File: config.mk
export PLATFORM = sky130hd
export DESIGN_NAME = fetch_unit
export DESIGN_NICKNAME = d
export VERILOG_FILES = /design/src/rtl/pipeline_pkg.sv /design/src/rtl/if_id_reg.sv /design/src/rtl/fetch_unit.sv
export SDC_FILE = /design/constraint.sdc
export NUM_CORES = 1
export LEC_CHECK = 0
export ABC_AREA = 1
export BUFFER_PORTS_ARGS = -buffer_cell sky130_fd_sc_hd__buf_2
export CORE_UTILIZATION = 35
export CTS_CLUSTER_SIZE = 14
export DETAILED_ROUTE_END_ITERATION = 7
export MAX_ROUTING_LAYER = met4
export SETUP_SLACK_MARGIN = 0.1
export SYNTH_ARGS = -nofsm -noshare
export SYNTH_HDL_FRONTEND = slang
export SYNTH_HIERARCHICAL = 1
export SYNTH_SLANG_ARGS = --single-unit
export TNS_END_PERCENT = 100
File: constraint.sdc
create_clock -name clk -period 2.4 [get_ports clk]
set_clock_uncertainty 0.05 [all_clocks]
set_input_delay 0.12 -clock clk [delete_from_list [all_inputs] [get_ports clk]]
set_output_delay 0.12 -clock clk [all_outputs]
set_load 0.02 [all_outputs]
File: src/rtl/pipeline_pkg.sv
// Shared pipeline definitions.
//   fetch_state_t : fetch sequencer states
//   NOP_INSTR     : canonical bubble instruction (addi x0, x0, 0)
//   PC_STEP       : sequential PC increment in bytes
package pipeline_pkg;

    typedef enum logic [1:0] {
        IDLE,
        WAIT,
        HOLD,
        DROP
    } fetch_state_t;

    localparam logic [31:0] NOP_INSTR = 32'h0000_0013;
    localparam int unsigned PC_STEP   = 4;

endpackage

File: src/rtl/if_id_reg.sv
// IF/ID pipeline register.
// Ports:
//   clk_i, rst_i       : clock, asynchronous active-high reset
//   flush_i            : insert a bubble (highest priority)
//   stall_i            : hold current contents
//   load_i             : capture instr_i / pc_i
//   instr_i, pc_i      : instruction and its PC from fetch
//   instr_o, pc_o      : registered instruction / PC
//   pc_plus4_o         : registered PC + 4
//   valid_o            : contents are a real instruction
module if_id_reg
    import pipeline_pkg::*;
#(
    parameter int unsigned ADDRESS_WIDTH = 32,
    parameter int unsigned DATA_WIDTH    = 32
) (
    input  logic                     clk_i,
    input  logic                     rst_i,
    input  logic                     flush_i,
    input  logic                     stall_i,
    input  logic                     load_i,
    input  logic [DATA_WIDTH-1:0]    instr_i,
    input  logic [ADDRESS_WIDTH-1:0] pc_i,
    output logic [DATA_WIDTH-1:0]    instr_o,
    output logic [ADDRESS_WIDTH-1:0] pc_o,
    output logic [ADDRESS_WIDTH-1:0] pc_plus4_o,
    output logic                     valid_o
);

    logic [DATA_WIDTH-1:0]    instr_q;
    logic [ADDRESS_WIDTH-1:0] pc_q;
    logic [ADDRESS_WIDTH-1:0] pc_plus4_q;
    logic                     valid_q;

    always_ff @(posedge clk_i or posedge rst_i) begin
        if (rst_i) begin
            instr_q    <= DATA_WIDTH'(NOP_INSTR);
            pc_q       <= '0;
            pc_plus4_q <= '0;
            valid_q    <= 1'b0;
        end else if (flush_i || (!stall_i && !load_i)) begin
            instr_q    <= DATA_WIDTH'(NOP_INSTR);
            pc_q       <= '0;
            pc_plus4_q <= '0;
            valid_q    <= 1'b0;
        end else if (!stall_i) begin
            instr_q    <= instr_i;
            pc_q       <= pc_i;
            pc_plus4_q <= pc_i + ADDRESS_WIDTH'(PC_STEP);
            valid_q    <= 1'b1;
        end
    end

    assign instr_o    = instr_q;
    assign pc_o       = pc_q;
    assign pc_plus4_o = pc_plus4_q;
    assign valid_o    = valid_q;

endmodule

File: src/rtl/fetch_unit.sv
// Instruction-fetch stage: owns the fetch PC, keeps at most one request outstanding to
// instruction memory, and feeds the IF/ID register without ever delivering a wrong-path
// instruction after a redirect.
// Ports:
//   clk, rst                      : clock, asynchronous active-high reset
//   StallFetch / StallDecode      : hazard-unit stalls
//   FlushDecode                   : bubble the IF/ID register
//   PCSrcE / PCTargetE            : redirect from execute
//   imem_req_valid/addr/ready     : request channel (valid may be withdrawn)
//   imem_resp_valid/data          : in-order response, >= 1 cycle after acceptance
//   InstrD / PCD / PCPlus4D / ValidD : IF/ID register outputs
module fetch_unit
    import pipeline_pkg::*;
#(
    parameter int unsigned              ADDRESS_WIDTH = 32,
    parameter int unsigned              DATA_WIDTH    = 32,
    parameter logic [ADDRESS_WIDTH-1:0] RESET_PC      = '0
) (
    input  logic                     clk,
    input  logic                     rst,
    input  logic                     StallFetch,
    input  logic                     StallDecode,
    input  logic                     FlushDecode,
    input  logic                     PCSrcE,
    input  logic [ADDRESS_WIDTH-1:0] PCTargetE,
    output logic                     imem_req_valid,
    output logic [ADDRESS_WIDTH-1:0] imem_req_addr,
    input  logic                     imem_req_ready,
    input  logic                     imem_resp_valid,
    input  logic [DATA_WIDTH-1:0]    imem_resp_data,
    output logic [DATA_WIDTH-1:0]    InstrD,
    output logic [ADDRESS_WIDTH-1:0] PCD,
    output logic [ADDRESS_WIDTH-1:0] PCPlus4D,
    output logic                     ValidD
);

    fetch_state_t             state_q, state_d;
    logic [ADDRESS_WIDTH-1:0] pc_q, pc_d;
    logic [DATA_WIDTH-1:0]    hold_q, hold_d;

    logic                     req_valid;
    logic [ADDRESS_WIDTH-1:0] req_addr;
    logic                     load;
    logic [DATA_WIDTH-1:0]    load_instr;
    logic [ADDRESS_WIDTH-1:0] pc_plus4;
    logic                     no_stall;

    assign pc_plus4 = pc_q + ADDRESS_WIDTH'(PC_STEP);
    assign no_stall = !StallFetch && !StallDecode;

    always_comb begin
        state_d    = state_q;
        pc_d       = pc_q;
        hold_d     = hold_q;
        req_valid  = 1'b0;
        req_addr   = pc_q;
        load       = 1'b0;
        load_instr = hold_q;

        unique case (state_q)
            IDLE: begin
                req_valid = !PCSrcE;
                if (req_valid && imem_req_ready) begin
                    state_d = WAIT;
                end
            end
            WAIT: begin
                if (PCSrcE) begin
                    // A response arriving with the redirect is simply dropped; otherwise the
                    // stale response is still in flight and must be swallowed later.
                    state_d = imem_resp_valid ? IDLE : DROP;
                end else if (imem_resp_valid && no_stall) begin
                    load       = 1'b1;
                    load_instr = imem_resp_data;
                    pc_d       = pc_plus4;
                    // Back-to-back issue keeps one instruction per cycle at k=1.
                    req_valid  = 1'b1;
                    req_addr   = pc_plus4;
                    state_d    = imem_req_ready ? WAIT : IDLE;
                end else if (imem_resp_valid) begin
                    hold_d  = imem_resp_data;
                    state_d = HOLD;
                end
            end
            HOLD: begin
                if (PCSrcE) begin
                    state_d = IDLE;
                end else if (no_stall) begin
                    load    = 1'b1;
                    pc_d    = pc_plus4;
                    state_d = IDLE;
                end
            end
            DROP: begin
                // The stale response leaves DROP even if a further redirect lands in the
                // same cycle, otherwise nothing would ever arrive to release us.
                if (imem_resp_valid) begin
                    state_d = IDLE;
                end
            end
        endcase

        if (PCSrcE) begin
            pc_d = PCTargetE;
        end
    end

    always_ff @(posedge clk or posedge rst) begin
        if (rst) begin
            state_q <= IDLE;
            pc_q    <= RESET_PC;
            hold_q  <= '0;
        end else begin
            state_q <= state_d;
            pc_q    <= pc_d;
            hold_q  <= hold_d;
        end
    end

    assign imem_req_valid = req_valid && !rst;
    assign imem_req_addr  = req_addr;

    if_id_reg #(
        .ADDRESS_WIDTH(ADDRESS_WIDTH),
        .DATA_WIDTH   (DATA_WIDTH)
    ) u_if_id_reg (
        .clk_i     (clk),
        .rst_i     (rst),
        .flush_i   (FlushDecode),
        .stall_i   (StallDecode),
        .load_i    (load),
        .instr_i   (load_instr),
        .pc_i      (pc_q),
        .instr_o   (InstrD),
        .pc_o      (PCD),
        .pc_plus4_o(PCPlus4D),
        .valid_o   (ValidD)
    );

endmodule

==> impl_metrics.json, run 1 <==
{
  "reg2reg_from": "state_q[1]",
  "cts_tree": "done",
  "grt_max_degree": 65,
  "htreeDepth": 4,
  "placementRows": 58,
  "route.met2.wl_um": 14500,
  "core_mm2": 0.0253,
  "endpoint_kind": "output port",
  "drt-total-wl_um": 31500,
  "grt_overflow": 0,
  "hold_start": "PCTargetE[22]",
  "place_ws_ns": 0.159,
  "hold_viol": 0,
  "setup_violations": 0,
  "dr_wl_met3_um": 1820,
  "ys_ff_latch": 161,
  "first_iter_violations": 767,
  "cts-root-buf": "clkbuf_16",
  "rrSetupSlack_ns": 0.05,
  "hold_path_class": "in2reg",
  "p_total_mw": 12.8,
  "rsz0062_at_grt": "yes",
  "utilization": 0.513,
  "grt_antenna_before_repair": 2,
  "irDropWorstVdd_v": 0.000470,
  "final.min_clock_period_ns": 2.39,
  "drv_slew": 0,
  "vias": 9351,
  "synthDistinctLibCells": 43,
  "initial_core_util": 0.358,
  "endpoint": "imem_req_addr[16]",
  "layout.nets": 1563,
  "status": "finished clean",
  "area_delta_synth_final_pct": 43.0,
  "p_sw_frac": 0.450,
  "clkPwrFrac": 0.214,
  "syn_avg_cell_area_um2": 7.59,
  "synthCells": 1193,
  "drive_above_1_share": 0.305,
  "drt-wirelength-per-cell_um": 17.2,
  "async_flop_share": 1.00,
  "slew_headroom": 0.551,
  "power_density_mw_per_mm2": 986,
  "finalSetupTns_ns": 0,
  "cts_buffers": 17,
  "period_share": 0.996,
  "regToRegEndpoint": "u_if_id_reg/pc_plus4_o[26]",
  "cts.sinks": 161,
  "dieWidth_um": 163,
  "gp_congestion": 0.882,
  "setup.worst_path.start": "state_q[1]",
  "cp.arrival_ns": 2.22,
  "die_height_um": 163,
  "comb_power_share": 0.465,
  "p_sw_mw": 5.74,
  "crit_type": "reg2out",
  "clk_pin_slew_worst_paths_ns": 0.08,
  "hpwl_um": 20100,
  "fillers": 2436,
  "synth_flop_cell": "dfrtp_1",
  "remaining_drc_errors": 0,
  "fmax_mhz": 418,
  "routed.top_layer": "met4",
  "grt_pass1_wl_um": 46900,
  "first_pass_iters": 6,
  "path_max_fanout": 6,
  "syn_area_mm2": 0.00905,
  "track_usage": 0.237,
  "maxCapViolations": 0,
  "via_per_inst": 5.11,
  "p_leak_nw": 6.45,
  "portBuffers": 201,
  "synth_edf_count": 0,
  "seqPwrFrac": 0.320,
  "tightestPinTransition_ns": 0.671,
  "hold-worst-slack_ns": 0.0130,
  "cp-start-kind": "flip-flop",
  "ant_nets": 0,
  "syn-num-nets": 1271,
  "cts_max_path_buffers": 2,
  "rr_worst_depth": 16,
  "clock_latency_ns": 0.43,
  "routedLengthMet1_um": 14300,
  "first_global_vias": 8452,
  "io_pins": 202,
  "synth_warnings": 6,
  "fp.dieArea_mm2": 0.0265,
  "layout_setup_ws_ns": 0.00879,
  "synth_seq_area_share": 0.446,
  "required_ns": 2.23,
  "p_int_mw": 7.02
}
metrics by stage:
| stage | std cells | cell area, um2 |
|---|---|---|
| after global placement | 1693 | 10400 |
| final | 1830 | 12900 |
| after CTS | 1800 | 12200 |
| after detailed placement | 1693 | 10400 |
| after global routing | 1830 | 12900 |
| after floorplan | 1193 | 9050 |
kinds of logic after synthesis:
logic type | share of synthesized area
AOI/OAI and AO/OA | 0.146
xor gates and xnor gates | 0.00774
adders and majority gates | 0.00829
buffers and inverters | 0.0876
DFF | 0.446
and+or+nand+nor | 0.305
synthesized netlist by cell type, types with 2 or more instances:
cell      number  share of area
a31oi_1       20          0.014
nand3_1       94          0.052
o22a_1         3         0.0029
nand4_1       13         0.0090
o211ai_1       3         0.0025
nand2_1      326           0.14
inv_2          7         0.0029
ha_1           6         0.0083
nand2_4        3         0.0037
inv_1        115          0.048
clkbuf_1      13         0.0054
a21oi_1       37          0.020
dfrtp_1      158           0.44
nor2_1       121          0.050
a32o_1         2         0.0022
dfstp_2        3         0.0087
xor2_1         7         0.0068
buf_6          5         0.0062
or2_2          9         0.0062
nor3_1         6         0.0033
nor2_4        18          0.022
o22ai_1        5         0.0035
o21ai_1       20          0.011
buf_2         29          0.016
o21ai_0       94          0.052
nand3_2        3         0.0033
nand2_2        8         0.0055
a22o_1        35          0.034
buf_4         10         0.0083
nor2_2         7         0.0048
cell usage in the layout, fill, tap and decap left out, types with 6 or more instances in the layout:
cell | synthesis | routed
inv_6 | 0 | 8
inv_2 | 7 | 7
dlygate4sd3_1 | 0 | 53
or2_2 | 9 | 9
dfrtp_1 | 158 | 138
a21oi_1 | 37 | 36
nor2_4 | 18 | 35
o21ai_1 | 20 | 39
clkbuf_16 | 0 | 23
dfrtp_2 | 0 | 20
buf_16 | 0 | 6
inv_1 | 115 | 111
a22o_1 | 35 | 35
nor2_1 | 121 | 98
nand3_1 | 94 | 92
nor3_1 | 6 | 6
nand2_4 | 3 | 10
buf_4 | 10 | 55
nand2_1 | 326 | 314
buf_12 | 0 | 10
nor2_2 | 7 | 13
buf_6 | 5 | 25
nand2_2 | 8 | 13
o21ai_0 | 94 | 69
nand4_1 | 13 | 13
a31oi_4 | 0 | 10
buf_2 | 29 | 171
a31oi_1 | 20 | 7
xor2_1 | 7 | 7
worst max-delay path, cell delays in order, from the launching register on:
cell and delay, ns:
dfrtp_1 0.40, inv_2 0.09, ha_4 0.15, inv_4 0.04, nor2_4 0.10, nand2_4 0.08, nor2_4 0.16, buf_12 0.17
buf_12 0.13, nor2_2 0.03, a31oi_1 0.23, buf_4 0.20
worst min path at each step:
stage                                           end  depth (start not counted)
after floorplan                             pc_q[0]                          2
after global placement    u_if_id_reg/pc_plus4_o[4]                          2
after detailed placement  u_if_id_reg/pc_plus4_o[4]                          2
after CTS                                  pc_q[21]                          5
after global routing                       pc_q[17]                          5
final                                      pc_q[22]                          5
final cells by class:
type / count / area, um2 / area share
multi-input combinational: 851 / 4700 / 0.363
clock inverter: 15 / 153 / 0.0118
inverter: 124 / 484 / 0.0374
timing repair buffer: 330 / 2710 / 0.209
tap: 330 / 413 / 0.0319
clock buffer: 17 / 425 / 0.0329
sequential: 161 / 4060 / 0.313
antenna: 2 / 5.00 / 0.000387
state kept, by name (all words and copies together) (netlist names):
name / flops
u_if_id_reg/instr_o: 32
state_q: 2
u_if_id_reg/pc_plus4_o: 30
hold_q: 32
pc_q: 32
u_if_id_reg/pc_o: 32
u_if_id_reg/valid_o: 1
metal layers:
metal | vias up | GRT usage
li1 | 4500 | -
met1 | 4463 | 0.327
met2 | 337 | 0.361
met3 | 51 | 0.0267
met4 | 0 | 0.0777
met5 | - | -
power groups by stage:
stage	sequential (mW)	combinational (mW)	clock [mW]
global route	4.16	6.51	2.90
finish	4.09	5.94	2.74
CTS	4.08	5.04	2.78
global placement	4.08	4.46	0
detailed placement	4.11	4.51	0
floorplan	3.92	3.20	0
repair_timing:
| action | in CTS | in global routing |
|---|---|---|
| pin swaps | 5 | 18 |
| gates resized for setup | 83 | 136 |
| hold buffers | 53 | 0 |
| hold endpoints to repair | 144 | 0 |
| endpoints found under the setup margin | 31 | 128 |
| cloned | 9 | 7 |
| setup buffers | 13 | 21 |
Power figures use the tool's default switching activity.
==> inputs of run 2 (changes only) <==
--- a/config.mk
+++ b/config.mk
@@ -7,7 +7,7 @@
 export LEC_CHECK = 0
 export ABC_AREA = 1
 export BUFFER_PORTS_ARGS = -buffer_cell sky130_fd_sc_hd__buf_2
-export CORE_UTILIZATION = 35
+export CORE_UTILIZATION = 40
 export CTS_CLUSTER_SIZE = 14
 export DETAILED_ROUTE_END_ITERATION = 7
 export MAX_ROUTING_LAYER = met4
==> run 2 against run 1 <==
Effect of this change: largest power group unchanged; via count down 1.2%; global-route usage is 1.5 points higher; critical path type unchanged; critical endpoint is now imem_req_addr[14]; combinational power is 4.2% lower; the flow now finishes with violations (design-rule violations).
==> impl_metrics.json, run 2 (synthesis gave the netlist of run 1 again) <==
{
  "tightestPinTransition_ns": 0.828,
  "worstPathCellList": "inv_2, ha_4, inv_4, nor2_4, nand2_2, nor2_4, buf_8, buf_6, clkbuf_16, nor2_1, a31oi_1, buf_4",
  "fillers": 2035,
  "clkPwrFrac": 0.214,
  "remaining_drc_errors": 9,
  "die_height_um": 152,
  "portBuffers": 201,
  "utilization": 0.573,
  "ant_nets": 0,
  "via_per_inst": 5.20,
  "htreeDepth": 4,
  "layout_setup_ws_ns": 0.0616,
  "hpwl_um": 19300,
  "drive_above_1_share": 0.308,
  "maxCapViolations": 0,
  "dp_cells": 1643,
  "cts.sinks": 161,
  "core_mm2": 0.0220,
  "p_int_mw": 6.84,
  "clock_latency_ns": 0.43,
  "gp_congestion": 0.865,
  "layout.nets": 1564,
  "cp-start-kind": "flip-flop",
  "grt_overflow": 0,
  "cts-root-buf": "clkbuf_16",
  "layout.cells.non_filler": 1779,
  "final.min_clock_period_ns": 2.34,
  "p_sw_frac": 0.445,
  "mostFrequentLayoutCells": "nand2_1 (324), buf_2 (176), dfrtp_1 (139)",
  "rrSetupSlack_ns": 0.13,
  "place_ws_ns": 0.132,
  "drt-total-wl_um": 30500,
  "violations": "design-rule violations",
  "fp.dieArea_mm2": 0.0232,
  "endpoint_kind": "output port",
  "fin_area_mm2": 0.0126,
  "hold_path_class": "in2reg",
  "cts_buffers": 17,
  "seqPwrFrac": 0.324,
  "crit_top_cell": "nor2_4",
  "io_pins": 202,
  "cp.arrival_ns": 2.17,
  "grt_max_degree": 65,
  "first_iter_violations": 822,
  "hold_viol": 0,
  "path_max_fanout": 5,
  "first_pass_iters": 8,
  "slew_headroom": 0.447,
  "cts_max_path_buffers": 2,
  "period_share": 0.974,
  "critPathMaxStageDelay_ns": 0.39,
  "grt_antenna_before_repair": 0,
  "first_global_vias": 8110,
  "status": "finished, violations left",
  "slowest_stage": "dfrtp_1",
  "fmax_mhz": 428,
  "clk_pin_slew_worst_paths_ns": 0.07,
  "cts_tree": "done",
  "drv_slew": 0,
  "comb_power_share": 0.462,
  "dpl_cell_area_mm2": 0.0104,
  "p_sw_mw": 5.47,
  "final_common_cell": "nand2_1",
  "area_delta_synth_final_pct": 39.4,
  "rsz0062_at_grt": "yes",
  "p_leak_nw": 6.35,
  "hold-worst-slack_ns": 0.0108,
  "placementRows": 54,
  "power_density_mw_per_mm2": 975,
  "setup_violations": 0,
  "initial_core_util": 0.411,
  "grt_pass1_wl_um": 44500,
  "crit_type": "reg2out",
  "irDropWorstVdd_v": 0.000514,
  "diodes": 0,
  "vias": 9242,
  "drt-wirelength-per-cell_um": 17.1,
  "dieWidth_um": 152,
  "required_ns": 2.23,
  "track_usage": 0.251
}
[run 2: cell types whose count changed in the layout (fill, tap and decap cells not counted), sizes merged]
| cell | change |
|---|---|
| diode | -2 |
| inv | -7 |
| clkbuf | +6 |
| bufbuf | -3 |
| clkinv | +2 |
| clkinvlp | +3 |
[run 2: power by group through the flow]
| stage | combinational (mW) | clock (mW) | sequential (mW) |
|---|---|---|---|
| 2_1_floorplan | 3.20 | 0 | 3.92 |
| 3_3_place_gp | 4.50 | 0 | 4.05 |
| 3_5_place_dp | 4.54 | 0 | 4.07 |
| 4_1_cts | 4.77 | 2.69 | 4.03 |
| 5_1_grt | 6.23 | 2.78 | 4.07 |
| 6_report | 5.69 | 2.63 | 3.98 |
[run 2: metal layers]
layer  vias to the layer above  track usage  wire length (um)
met3                        40       0.0361              2100
met2                       361        0.370             14100
met4                         0       0.0736               516
met5                         -            -                 0
li1                       4488            -                 -
met1                      4353        0.358             13800
[run 2: what timing repair did]
action	4_1_cts	5_1_grt
setup buffers	7	27
endpoints found under the hold margin	107	0
hold buffers	53	0
resized for setup	32	141
endpoints found under the setup margin	31	126
pin swaps	2	22
cloned	4	14
[run 2: critical path: cells and delay by family, from the launching register on]
kind            cells  cell delay, ns
flops               1            0.39
buf+inv             6            0.71
fa+ha+maj           1            0.14
compound gates      1            0.15
simple gates        4            0.34
[run 2: worst paths after layout]
check	end	from	depth (start not counted)
max in group asynchronous	u_if_id_reg/instr_o[0]	rst	4
min in group asynchronous	pc_q[22]	rst	3
hold reg to reg	u_if_id_reg/valid_o	u_if_id_reg/valid_o	2
hold / removal	pc_q[22]	PCTargetE[22]	5
setup reg to reg	u_if_id_reg/pc_plus4_o[14]	state_q[1]	16
setup / recovery	imem_req_addr[14]	state_q[1]	12
[run 2: final cells by class]
| cell class | count | area, um2 | area share |
|---|---|---|---|
| timing repair buffer | 331 | 2570 | 0.204 |
| clock inverter | 13 | 118 | 0.00932 |
| clock buffer | 19 | 443 | 0.0351 |
| sequential | 161 | 4060 | 0.321 |
| tap | 280 | 350 | 0.0278 |
| multi-input combinational | 851 | 4600 | 0.365 |
| inverter | 124 | 484 | 0.0384 |
[run 2: through the flow]
step                setup TNS [ns]  total power, mW
finish                           0             12.3
global route               -0.0342             13.1
CTS                              0             11.5
detailed placement               0             8.61
global placement                 0             8.55
floorplan                        0             7.12
==> inputs of run 3 (changes only) <==
--- a/config.mk
+++ b/config.mk
@@ -11,6 +11,7 @@
 export CTS_CLUSTER_SIZE = 14
 export DETAILED_ROUTE_END_ITERATION = 7
 export MAX_ROUTING_LAYER = met4
+export RECOVER_POWER = 100
 export SETUP_SLACK_MARGIN = 0.1
 export SYNTH_ARGS = -nofsm -noshare
 export SYNTH_HDL_FRONTEND = slang
==> run 3 against run 2 <==
Effect of this change: the flow finishes with violations (design-rule violations, max-capacitance violations, max-slew violations); worst setup slack lost 0.0022 ns; count of clock-buffer cells in the layout did not move; sequential share of layout area rose by 0.43 points; clock power about the same; via count is 0.41% higher; register-to-register slack is essentially flat; critical path depth is the same; first-iteration DRC count decreased by 10%; total power decreased by 0.15%; fmax barely moved; hold slack better by 0.0032 ns; critical endpoint unchanged; largest power group unchanged.
==> impl_metrics.json, run 3 (synthesis gave the netlist of run 1 again) <==
{
  "status": "finished, violations left",
  "violations": "design-rule violations, max-capacitance violations, max-slew violations",
  "cts_buffers": 17,
  "whs_endpoint": "pc_q[22]",
  "placementRows": 54,
  "path_depth": 12,
  "area_delta_synth_final_pct": 37.6,
  "path_max_fanout": 5,
  "final.min_clock_period_ns": 2.34,
  "fp.dieArea_mm2": 0.0232,
  "track_usage": 0.251,
  "cts_max_path_buffers": 2,
  "tightestPinTransition_ns": 1.61,
  "route.met2.wl_um": 14200,
  "cts.sinks": 161,
  "dp_cells": 1643,
  "dr_wl_met3_um": 1880,
  "fmax_mhz": 427,
  "first_pass_iters": 7,
  "ant_nets": 0,
  "hold_path_class": "in2reg",
  "rsz0062_at_grt": "yes",
  "routed.top_layer": "met4",
  "gp_congestion": 0.865,
  "dpl_cell_area_mm2": 0.0104,
  "rrSetupSlack_ns": 0.14,
  "endpoint_kind": "output port",
  "io_pins": 202,
  "path_delay_family": "buffers and inverters",
  "clk_pin_slew_worst_paths_ns": 0.07,
  "routedLengthMet1_um": 14000,
  "drive_above_1_share": 0.240,
  "cp-start-kind": "flip-flop",
  "path_buf_inv": 6,
  "cts_tree": "done",
  "core_mm2": 0.0220,
  "portBuffers": 201,
  "drv_slew": 31,
  "crit_top_cell": "nor2_4",
  "required_ns": 2.23,
  "rr_worst_depth": 16,
  "first_global_vias": 8110,
  "final_common_cell": "nand2_1",
  "cp.arrival_ns": 2.17,
  "remaining_drc_errors": 10,
  "hold_start": "PCTargetE[22]",
  "setup_violations": 0,
  "regToRegEndpoint": "u_if_id_reg/pc_plus4_o[14]",
  "grt_max_degree": 65,
  "slew_headroom": -0.0768,
  "grt_pass1_wl_um": 44500,
  "diodes": 0,
  "via_per_inst": 5.22,
  "worstPathCellList": "inv_2, ha_4, inv_4, nor2_4, nand2_2, nor2_4, buf_8, buf_6, clkbuf_16, nor2_1, a31oi_1, buf_4",
  "drt-total-wl_um": 30600,
  "grt_overflow": 0,
  "grt_antenna_before_repair": 0,
  "crit_type": "reg2out",
  "first_iter_violations": 740,
  "slowest_stage": "dfrtp_1",
  "maxCapViolations": 1,
  "initial_core_util": 0.411,
  "mostFrequentLayoutCells": "nand2_1 (324), dfrtp_1 (139), inv_1 (111)",
  "hold-worst-slack_ns": 0.0140,
  "vias": 9280,
  "layout.cells.non_filler": 1779,
  "power_density_mw_per_mm2": 987,
  "period_share": 0.975,
  "p_leak_nw": 5.91,
  "dieWidth_um": 152,
  "reg2reg_from": "state_q[1]",
  "hold_viol": 0,
  "critPathMaxStageDelay_ns": 0.39,
  "die_height_um": 152,
  "p_total_mw": 12.3,
  "cts-root-buf": "clkbuf_16",
  "whs_path_depth": 5,
  "irDropWorstVdd_v": 0.000512,
  "hpwl_um": 19300,
  "htreeDepth": 4,
  "fin_area_mm2": 0.0125,
  "drt-wirelength-per-cell_um": 17.2,
  "clock_latency_ns": 0.43,
  "layout.nets": 1564
}
[run 3: cell types whose count changed in the layout (fill, tap and decap cells not counted)]
cell        delta
inv_2          -1
clkinvlp_4     -1
inv_1          +1
clkbuf_1     +100
buf_12         -3
buf_2        -100
clkbuf_4       +3
clkinvlp_2     +1
[run 3: how the worst max path moves through the flow]
stage / startpoint / to / slack, ns
finish: state_q[1] / imem_req_addr[14] / 0.06
global route: state_q[1] / imem_req_addr[20] / -0.008
CTS: state_q[1] / imem_req_addr[11] / 0.04
detailed placement: state_q[1] / u_if_id_reg/pc_plus4_o[14] / 0.13
global placement: state_q[1] / u_if_id_reg/pc_plus4_o[14] / 0.23
floorplan: state_q[1] / u_if_id_reg/pc_plus4_o[24] / 0.18
[run 3: worst register-to-register path, stage by stage (launching register included)]
cell,delay [ns]
dfrtp_1,0.39
inv_2,0.08
ha_4,0.14
inv_4,0.04
nor2_4,0.10
nand2_2,0.08
nor2_4,0.12
buf_6,0.14
inv_4,0.05
a21boi_2,0.12
nand2_1,0.09
nor2_4,0.18
clkinv_4,0.15
clkbuf_16,0.21
nor2_1,0.08
nand2_1,0.06
o211ai_1,0.09
[run 3: metal layers]
metal	up-vias	GRT usage
li1	4484	-
met3	43	0.0361
met4	0	0.0736
met5	-	-
met2	336	0.370
met1	4417	0.358
[run 3: through the flow]
| stage | util | setup TNS [ns] | setup WS [ns] |
|---|---|---|---|
| 3_3_place_gp | 0.471 | 0 | 0.233 |
| 2_1_floorplan | - | 0 | 0.177 |
| 6_report | 0.565 | 0 | 0.0594 |
| 5_1_grt | 0.565 | -0.0342 | -0.00842 |
| 4_1_cts | 0.531 | 0 | 0.0383 |
| 3_5_place_dp | 0.471 | 0 | 0.132 |
[run 3: power breakdown]
part | total [mW] | switching [mW] | internal, mW
clock | 2.64 | 1.25 | 1.39
sequential | 3.99 | 0.670 | 3.32
combinational | 5.66 | 3.55 | 2.11
total | 12.3 | 5.47 | 6.82
[run 3: area by class of cell]
cell class                      count  area [um2]
Inverter                          124         482
Multi-Input combinational cell    851        4600
Timing Repair Buffer              331        2410
Fill cell                        2097        9570
Sequential cell                   161        4060
Tap cell                          280         350
Clock buffer                       19         443
Clock inverter                     13         118
[run 3: what timing repair did]
action,in CTS,in global routing
gates cloned,4,14
resized for setup,32,141
endpoints found under the setup margin,31,126
hold endpoints to repair,107,0
pin swaps,2,22
hold buffers,53,0
buffers inserted,7,27
